File: config.mk
export PLATFORM = sky130hd
export DESIGN_NAME = uart_tx_arb
export DESIGN_NICKNAME = d
export VERILOG_FILES = /design/src/rtl/uart_arb_pkg.sv /design/src/rtl/rr_picker.sv /design/src/rtl/uart_tx_arb.sv
export SDC_FILE = /design/constraint.sdc
export NUM_CORES = 1
export LEC_CHECK = 0
export BUFFER_PORTS_ARGS = -buffer_cell sky130_fd_sc_hd__buf_2
export CAP_MARGIN = 0
export CORE_AREA = 8 8 92 61
export DETAILED_ROUTE_END_ITERATION = 10
export DIE_AREA = 0 0 100 69
export GPL_TIMING_DRIVEN = 1
export HOLD_SLACK_MARGIN = 0.08
export PLACE_DENSITY = 0.63
export SYNTH_ARGS = -nofsm -noshare
export SYNTH_HDL_FRONTEND = slang
export SYNTH_HIERARCHICAL = 1
export SYNTH_SLANG_ARGS = --single-unit
File: constraint.sdc
create_clock -name clk -period 1.8 [get_ports clk]
set_input_delay 0.45 -clock clk [delete_from_list [all_inputs] [get_ports clk]]
set_output_delay 0.45 -clock clk [all_outputs]
set_load 0.02 [all_outputs]
File: src/rtl/uart_arb_pkg.sv
// Shared types and helpers for the UART transmit arbiter.
package uart_arb_pkg;

  typedef enum logic {
    ST_IDLE   = 1'b0,
    ST_LOCKED = 1'b1
  } state_e;

  // Grant index width; never narrower than one bit.
  function automatic int unsigned gw_width(input int unsigned n);
    return (n <= 2) ? 1 : $clog2(n);
  endfunction

endpackage

File: src/rtl/rr_picker.sv
// Combinational round-robin picker: first set request above i_last_ptr, wrapping.
module rr_picker
  import uart_arb_pkg::*;
#(
  parameter  int unsigned NREQ = 4,
  localparam int unsigned GW   = gw_width(NREQ)
) (
  input  logic [NREQ-1:0] i_req,
  input  logic [GW-1:0]   i_last_ptr,
  output logic            o_found,
  output logic [GW-1:0]   o_idx
);

  logic [GW-1:0] w_cand;

  always_comb begin
    o_found = 1'b0;
    o_idx   = '0;
    w_cand  = '0;
    for (int unsigned k = 1; k <= NREQ; k++) begin
      w_cand = GW'((32'(i_last_ptr) + k) % NREQ);
      if (!o_found && i_req[w_cand]) begin
        o_found = 1'b1;
        o_idx   = w_cand;
      end
    end
  end

endmodule

File: src/rtl/uart_tx_arb.sv
// Packet-locking round-robin arbiter feeding a single UART transmitter,
// with an idle-hold timeout that revokes a stalled grant.
module uart_tx_arb
  import uart_arb_pkg::*;
#(
  parameter  int unsigned NREQ    = 4,
  parameter  int unsigned TIMEOUT = 1024,
  localparam int unsigned GW      = gw_width(NREQ)
) (
  input  logic              clk,
  input  logic              rst,
  input  logic [NREQ-1:0]   req_valid,
  input  logic [8*NREQ-1:0] req_data,
  input  logic [NREQ-1:0]   req_last,
  output logic [NREQ-1:0]   req_ready,
  output logic              out_valid,
  output logic [7:0]        out_data,
  input  logic              out_ready,
  output logic [GW-1:0]     grant_id,
  output logic              busy,
  output logic              timeout_pulse
);

  localparam int unsigned   HW       = $clog2(TIMEOUT);
  localparam logic [HW-1:0] HOLD_MAX = HW'(TIMEOUT - 1);

  state_e        r_state, w_state_nxt;
  logic [GW-1:0] r_grant, w_grant_nxt;
  logic [GW-1:0] r_last, w_last_nxt;
  logic [HW-1:0] r_hold, w_hold_nxt;
  logic          r_tpulse, w_tpulse_nxt;

  logic          w_pick_found;
  logic [GW-1:0] w_pick_idx;
  logic          w_sel_valid;
  logic          w_sel_last;
  logic [7:0]    w_sel_data;
  logic          w_locked;

  rr_picker #(.NREQ(NREQ)) u_picker (
    .i_req      (req_valid),
    .i_last_ptr (r_last),
    .o_found    (w_pick_found),
    .o_idx      (w_pick_idx)
  );

  assign w_locked = (r_state == ST_LOCKED);

  // Mux the granted requester's byte, valid and last marker.
  always_comb begin
    w_sel_valid = 1'b0;
    w_sel_last  = 1'b0;
    w_sel_data  = '0;
    for (int unsigned i = 0; i < NREQ; i++) begin
      if (r_grant == GW'(i)) begin
        w_sel_valid = req_valid[i];
        w_sel_last  = req_last[i];
        w_sel_data  = req_data[8*i +: 8];
      end
    end
  end

  always_ff @(posedge clk or negedge rst) begin
    if (!rst) begin
      r_state  <= ST_IDLE;
      r_grant  <= '0;
      r_last   <= GW'(NREQ - 1);
      r_hold   <= '0;
      r_tpulse <= 1'b0;
    end else begin
      r_state  <= w_state_nxt;
      r_grant  <= w_grant_nxt;
      r_last   <= w_last_nxt;
      r_hold   <= w_hold_nxt;
      r_tpulse <= w_tpulse_nxt;
    end
  end

  // Next state: lock on arbitration win, release on last transfer or idle timeout.
  always_comb begin
    w_state_nxt  = r_state;
    w_grant_nxt  = r_grant;
    w_last_nxt   = r_last;
    w_hold_nxt   = r_hold;
    w_tpulse_nxt = 1'b0;
    case (r_state)
      ST_IDLE: begin
        if (w_pick_found) begin
          w_state_nxt = ST_LOCKED;
          w_grant_nxt = w_pick_idx;
          w_hold_nxt  = '0;
        end
      end
      ST_LOCKED: begin
        if (w_sel_valid) begin
          w_hold_nxt = '0;
          if (out_ready && w_sel_last) begin
            w_state_nxt = ST_IDLE;
            w_last_nxt  = r_grant;
          end
        end else if (r_hold == HOLD_MAX) begin
          w_state_nxt  = ST_IDLE;
          w_last_nxt   = r_grant;
          w_hold_nxt   = '0;
          w_tpulse_nxt = 1'b1;
        end else begin
          w_hold_nxt = r_hold + HW'(1);
        end
      end
      default: w_state_nxt = ST_IDLE;
    endcase
  end

  // Forwarding path is combinational so a locked byte passes in the same cycle.
  always_comb begin
    req_ready = '0;
    out_valid = 1'b0;
    out_data  = '0;
    if (w_locked) begin
      out_valid          = w_sel_valid;
      out_data           = w_sel_data;
      req_ready[r_grant] = out_ready;
    end
  end

  assign grant_id      = r_grant;
  assign busy          = w_locked;
  assign timeout_pulse = r_tpulse;

endmodule

==> out/qor.csv, run 1 <==
stage,metric,value,unit
clock_network,CTS hold repair buffers,0,
cells_and_area,Fillers,399,
logic_synthesis,post-synthesis cell count,123,
grt,GR peak layer,met2,
sta,worst clock skew,2.83,ps
placement,"worst slack, placed",-84.3,ps
critical_path,Critical Path End Type,primary output,
die,DIE AREA,6900,um2
sta,final setup TNS,-2330,ps
grt,number of global-route vias before repair,1278,
cells_and_area,share of layout cells above drive strength 1,0.650,
routing,vias post-DR,1284,
grt,grt ovf,0,
clock_network,Num CTS Buffers,3,
logic_synthesis,"EDFF count, synth",0,
logic_synthesis,sequential share of the synthesized area,0.325,
logic_synthesis,largest area contributor in the netlist,dfrtp_1,
critical_path,crit path max fanout,5,
routing,# DRC,0,
run,max-cap viol count,0,
placement,I/O Buffers,59,
die,Top-Level Pins,60,
logic_synthesis,synth top area cells,"dfrtp_1 (28%), mux4_2 (16%), and2_1 (5.1%)",
critical_path,Setup Crit Path Kind,flip-flop to primary output,
logic_synthesis,post-synthesis async set-or-reset flop share,1.00,
critical_path,ordered cell list for the critical path,"buf_6, mux4_2, and2_4, buf_6",
routing,DRT Pass-1 Iters,5,
cells_and_area,Nets,251,
grt,M1 GR Usage,0.141,
clock_network,H-Tree Depth,1,
logic_synthesis,Post-synth top cells,"dfrtp_1 (14), nand2_1 (12), and2_1 (10)",
power,total power,3.17,mW
die,Core Area,4330,um2
routing,total wire length,3930,um
routing,wire per inst,14.6,um
critical_path,type of origin of the critical path,flip-flop,
logic_synthesis,Mapped Avg Cell Area,10.1,um2
grt,GRT Util Overall,0.109,
sta,Setup WS post-layout,-222,ps
cells_and_area,antenna cells,0,
critical_path,WP data required,1350,ps
critical_path,Crit path max-delay family,multiplexers,
sta,"Setup violations, final",16,
sta,hold slack final,105,ps
critical_path,Levels on crit path,4,
sta,final hold violations,0,
power,PD cells,1530,nW/um2
sta,minimum clock period after layout,2020,ps
placement,routability cong.,0.822,
clock_network,clk root buf,clkbuf_8,
sta,Max Slew Vio Count,0,
die,Initial Utilization,0.286,
die,Die W,100,um
logic_synthesis,synthesized flop and latch total,16,
routing,DRT iter0 DRCs,98,
logic_synthesis,area of the mapped netlist,1240,um2
clock_network,Max Buffers Root-to-Sink,2,
run_status,failing checks,setup timing,
power,Max IR drop VDD,0.435,mV
clock_network,Clock Sinks,16,
die,Rows,19,
critical_path,WP data arrival,1570,ps
grt,met2 Resource Use GR,0.175,
logic_synthesis,"count leader, synth",dfrtp_1,
critical_path,max incr delay on CP,500,ps
grt,largest net degree at the start of global routing,17,
grt,initial antenna violation count,0,
routing,post-detailed-route count of antenna-violating nets,0,
clock_network,clock insertion delay at the later pin of the skew report,250,ps
sta,worst rel slew slack,0.753,
critical_path,CP bufs+invs,2,
power,Leakage Power,0.973,nW
run_status,status,"complete, but fails checks",
placement,Post-DP HPWL,3050,um
grt,first-pass GRT wire length,6340,um
clock_network,CTS tree,yes,
logic_synthesis,Synth Flop Type,dfrtp_1,
logic_synthesis,YS warnings,6,
die,Die H,69,um
logic_synthesis,post-synth net total,167,
sta,FMAX,0.495,GHz
critical_path,reg2reg path depth,6,
critical_path,"Slowest-stage cell, CP",mux4_2,
routing,vias per cell,4.77,
cells_and_area,P&R area growth vs syn,67.8,%
logic_synthesis,synth unique cells,41,
cells_and_area,final design utilization,0.480,
logic_synthesis,Yosys top cell area share,0.283,
critical_path,"most used cell, CP",buf_6,
sta,worst-margin pin slew,371,ps
sta,period utilisation layout,1.12,
min_path,worst min-delay path class,input pin to async pin,
clock_network,Worst-path clk slew,60,ps
grt,met3 Track Usage GR,0.0291,
sta,RSZ-0062 raised after global routing,true,
[state kept, by name (all words and copies together) (netlist names)]
name and flops:
grant_id 2, busy 1, r_hold 10, r_last 2
timeout_pulse 1
[final timing paths]
| path | from | end | slack, ps |
|---|---|---|---|
| max reg2reg | grant_id[0] | r_last[0] | -160 |
| min in group clk | r_hold[0] | r_hold[0] | 510 |
| min | rst | r_hold[9] | 100 |
| min reg2reg | r_hold[0] | r_hold[0] | 510 |
| max in group asynchronous | rst | r_last[1] | 1390 |
| max | grant_id[0] | out_data[5] | -220 |
[metal layers]
layer | vias up | share of wire
met4 | 0 | 0.0059
met5 | - | 0
li1 | 630 | -
met1 | 597 | 0.47
met2 | 55 | 0.44
met3 | 2 | 0.086
[power by group]
part	internal, mW	switching, mW
logic	1.34	0.980
registers	0.462	0.116
clock network	0.157	0.120
[layout make-up]
cell class	instances	area [um2]	area share
multi-input combinational	98	940	0.452
timing repair buffer	84	594	0.286
sequential	16	405	0.195
tap	63	78.8	0.0379
inverter	4	15.0	0.00722
clock buffer	4	45.0	0.0217
[through the flow]
stage | std cells | cell area, um2
floorplan | 123 | 1260
global placement | 257 | 1720
detailed placement | 257 | 1720
CTS | 268 | 1960
global route | 269 | 2080
finish | 269 | 2080
[placed cells by master, fill, tap and decap left out, types with 4 or more instances in the layout]
| cell | count |
|---|---|
| a21o_1 | 4 |
| and2_4 | 9 |
| buf_2 | 46 |
| buf_4 | 17 |
| buf_6 | 21 |
| dfrtp_1 | 12 |
| inv_1 | 4 |
| mux2_4 | 4 |
| mux4_2 | 9 |
| nand2_1 | 11 |
| nand2b_1 | 4 |
| nor2_1 | 5 |
| nor2_4 | 4 |
[cells by family (layout without fill, tap and decap cells)]
| family | count (synthesis) | count (layout) | share of synthesized area |
|---|---|---|---|
| and+or+nand+nor | 52 | 52 | 0.224 |
| AOI/OAI and AO/OA | 27 | 27 | 0.154 |
| muxes | 16 | 16 | 0.232 |
| DFF | 16 | 16 | 0.325 |
| buffers and inverters | 9 | 92 | 0.0404 |
| xor gates and xnor gates | 2 | 2 | 0.0141 |
| adders and majority gates | 1 | 1 | 0.0101 |
[timing repair]
action / in CTS / in global routing
pin swaps: 7 / 8
setup endpoints to repair: 18 / 25
buffers inserted: 7 / 1
gates resized for setup: 44 / 27
Power figures use the tool's default switching activity.
==> run 2, diff against run 1 <==
--- a/config.mk
+++ b/config.mk
@@ -7,13 +7,12 @@
 export LEC_CHECK = 0
 export BUFFER_PORTS_ARGS = -buffer_cell sky130_fd_sc_hd__buf_2
 export CAP_MARGIN = 0
-export CORE_AREA = 8 8 92 61
+export CORE_AREA = 8 8 91 60
 export DETAILED_ROUTE_END_ITERATION = 10
-export DIE_AREA = 0 0 100 69
+export DIE_AREA = 0 0 99 68
 export GPL_TIMING_DRIVEN = 1
 export HOLD_SLACK_MARGIN = 0.08
-export PLACE_DENSITY = 0.63
+export PLACE_DENSITY = 0.64
 export SYNTH_ARGS = -nofsm -noshare
 export SYNTH_HDL_FRONTEND = slang
-export SYNTH_HIERARCHICAL = 1
 export SYNTH_SLANG_ARGS = --single-unit
==> out/qor.csv, run 2 <==
stage,metric,value,unit
clock_network,Max Buffers Root-to-Sink,2,
grt,GRT Util Overall,0.121,
routing,post-detailed-route count of antenna-violating nets,0,
logic_synthesis,area of the mapped netlist,1200,um2
logic_synthesis,Mapped Avg Cell Area,9.98,um2
cells_and_area,antenna cells,0,
routing,wire per inst,15.3,um
critical_path,Critical Path End Type,primary output,
sta,Max Slew Vio Count,0,
die,Die H,68,um
logic_synthesis,"EDFF count, synth",0,
die,DIE AREA,6730,um2
routing,vias per cell,4.89,
run_status,status,"complete, but fails checks",
logic_synthesis,post-synthesis cell count,120,
logic_synthesis,YS warnings,0,
sta,worst rel slew slack,0.762,
clock_network,CTS hold repair buffers,0,
grt,grt ovf,0,
cells_and_area,max reg flops,10,
power,Max IR drop VDD,0.522,mV
sta,final setup TNS,-3270,ps
logic_synthesis,largest area contributor in the netlist,dfrtp_1,
die,Core Area,4260,um2
routing,# DRC,0,
logic_synthesis,synth top area cells,"dfrtp_1 (29%), mux4_2 (19%), and2_1 (5.2%)",
critical_path,crit path max fanout,6,
logic_synthesis,Yosys top cell area share,0.293,
critical_path,type of origin of the critical path,flip-flop,
die,Top-Level Pins,60,
critical_path,"Slowest-stage cell, CP",mux4_2,
sta,final hold violations,0,
critical_path,Setup Crit Path Kind,flip-flop to primary output,
routing,DRT Pass-1 Iters,4,
sta,"Setup violations, final",19,
cells_and_area,Nets,247,
logic_synthesis,synth unique cells,33,
critical_path,r2r startpoint,grant_id[0],
cells_and_area,Biggest register,r_hold,
placement,I/O Buffers,59,
clock_network,Num CTS Buffers,3,
logic_synthesis,Synth Flop Type,dfrtp_1,
min_path,worst min-delay path class,input pin to async pin,
power,Leakage Power,0.924,nW
critical_path,reg2reg end,r_last[0],
clock_network,clk root buf,clkbuf_8,
placement,dpl cells,245,
clock_network,CTS tree,yes,
routing,vias post-DR,1243,
cells_and_area,most frequent cells in the layout,"buf_2 (49), buf_4 (24), nand2_1 (12), dfrtp_1 (12)",
cells_and_area,Final Non-Filler Cells,254,
logic_synthesis,"count leader, synth",dfrtp_1,
logic_synthesis,post-synth net total,164,
critical_path,reg2reg path depth,6,
critical_path,max incr delay on CP,500,ps
cells_and_area,final design utilization,0.447,
grt,number of global-route vias before repair,1313,
die,Die W,99,um
clock_network,clock insertion delay at the later pin of the skew report,250,ps
routing,DRT iter0 DRCs,14,
sta,FMAX,0.485,GHz
critical_path,register-to-register setup slack,-210,ps
placement,routability cong.,0.803,
sta,Setup WS post-layout,-260,ps
logic_synthesis,post-synthesis async set-or-reset flop share,1.00,
grt,largest net degree at the start of global routing,17,
power,total power,2.80,mW
grt,first-pass GRT wire length,6560,um
cells_and_area,share of layout cells above drive strength 1,0.594,
die,Rows,19,
power,PD cells,1470,nW/um2
routing,total wire length,3890,um
sta,period utilisation layout,1.14,
clock_network,H-Tree Depth,1,
clock_network,Clock Sinks,16,
logic_synthesis,sequential share of the synthesized area,0.336,
sta,minimum clock period after layout,2060,ps
sta,worst-margin pin slew,354,ps
sta,RSZ-0062 raised after global routing,true,
sta,worst clock skew,2.34,ps
critical_path,WP data arrival,1610,ps
critical_path,ordered cell list for the critical path,"buf_12, mux4_2, and2_4, buf_6",
clock_network,Worst-path clk slew,60,ps
cells_and_area,P&R area growth vs syn,58.9,%
die,Initial Utilization,0.281,
run_status,failing checks,setup timing,
placement,"worst slack, placed",-74.9,ps
logic_synthesis,Post-synth top cells,"dfrtp_1 (14), nand2_1 (12), nor2_1 (11)",
grt,initial antenna violation count,0,
critical_path,WP data required,1350,ps
cells_and_area,"commonest non-fill, non-tap cell in the layout",buf_2,
placement,Post-DP HPWL,3280,um
logic_synthesis,synthesized flop and latch total,16,
run,max-cap viol count,0,
==> run 2: layout make-up <==
cell class	count	area, um2
Tap cell	52	65.1
Clock buffer	4	55.1
Timing Repair Buffer	84	558
Multi-Input combinational cell	97	816
Fill cell	396	2350
Inverter	1	3.75
Sequential cell	16	405
==> run 2: worst max-delay path by stage <==
| stage | start | end | slack (ps) | cells past startpoint |
|---|---|---|---|---|
| finish | grant_id[0] | out_data[5] | -260 | 4 |
| global route | grant_id[0] | out_valid | -320 | 4 |
| CTS | grant_id[0] | out_data[5] | -270 | 4 |
| detailed placement | req_valid[3] | r_last[0] | -70 | 5 |
| global placement | grant_id[0] | out_data[7] | -50 | 4 |
| floorplan | grant_id[0] | out_data[2] | -70 | 4 |
==> run 2: where the power goes <==
group | internal (mW) | switching [mW] | total, mW
sequential | 0.458 | 0.119 | 0.577
clock | 0.194 | 0.121 | 0.315
combinational | 1.08 | 0.824 | 1.91
==> run 2: kinds of logic (layout without fill, tap and decap cells) <==
kind of cell / after synthesis / in the layout / synth area share
buf+inv: 7 / 89 / 0.0324
xor+xnor: 2 / 2 / 0.0146
fa+ha+maj: 1 / 1 / 0.0104
mux: 14 / 14 / 0.224
flops: 16 / 16 / 0.336
simple gates: 57 / 57 / 0.251
compound gates: 23 / 23 / 0.132
==> run 2: repair_timing <==
action,4_1_cts,5_1_grt
pin swaps,3,4
gates resized for setup,27,9
setup endpoints to repair,10,26
buffers inserted,5,0
cloned,0,0
==> run 2: layer usage <==
layer / routed length, um / up-vias / global-route usage
met5: 0 / - / 0
met4: 31 / 0 / 0.0398
li1: - / 613 / -
met3: 94 / 4 / 0.0122
met1: 1730 / 610 / 0.152
met2: 2030 / 16 / 0.219
==> run 2: per-stage QoR <==
step / area [um2] / hold slack, ps
final: 1900 / 101
after detailed placement: 1710 / 386
after floorplan: 1230 / 154
after global placement: 1710 / 380
after CTS: 1880 / 116
after global routing: 1900 / 116
==> run 2: critical path: cells and delay by family, from the launching register on <==
kind                   cells  cell delay (ps)
multiplexers               1              500
AND/OR/NAND/NOR            1              170
flip-flops                 1              430
buffers and inverters      2              260
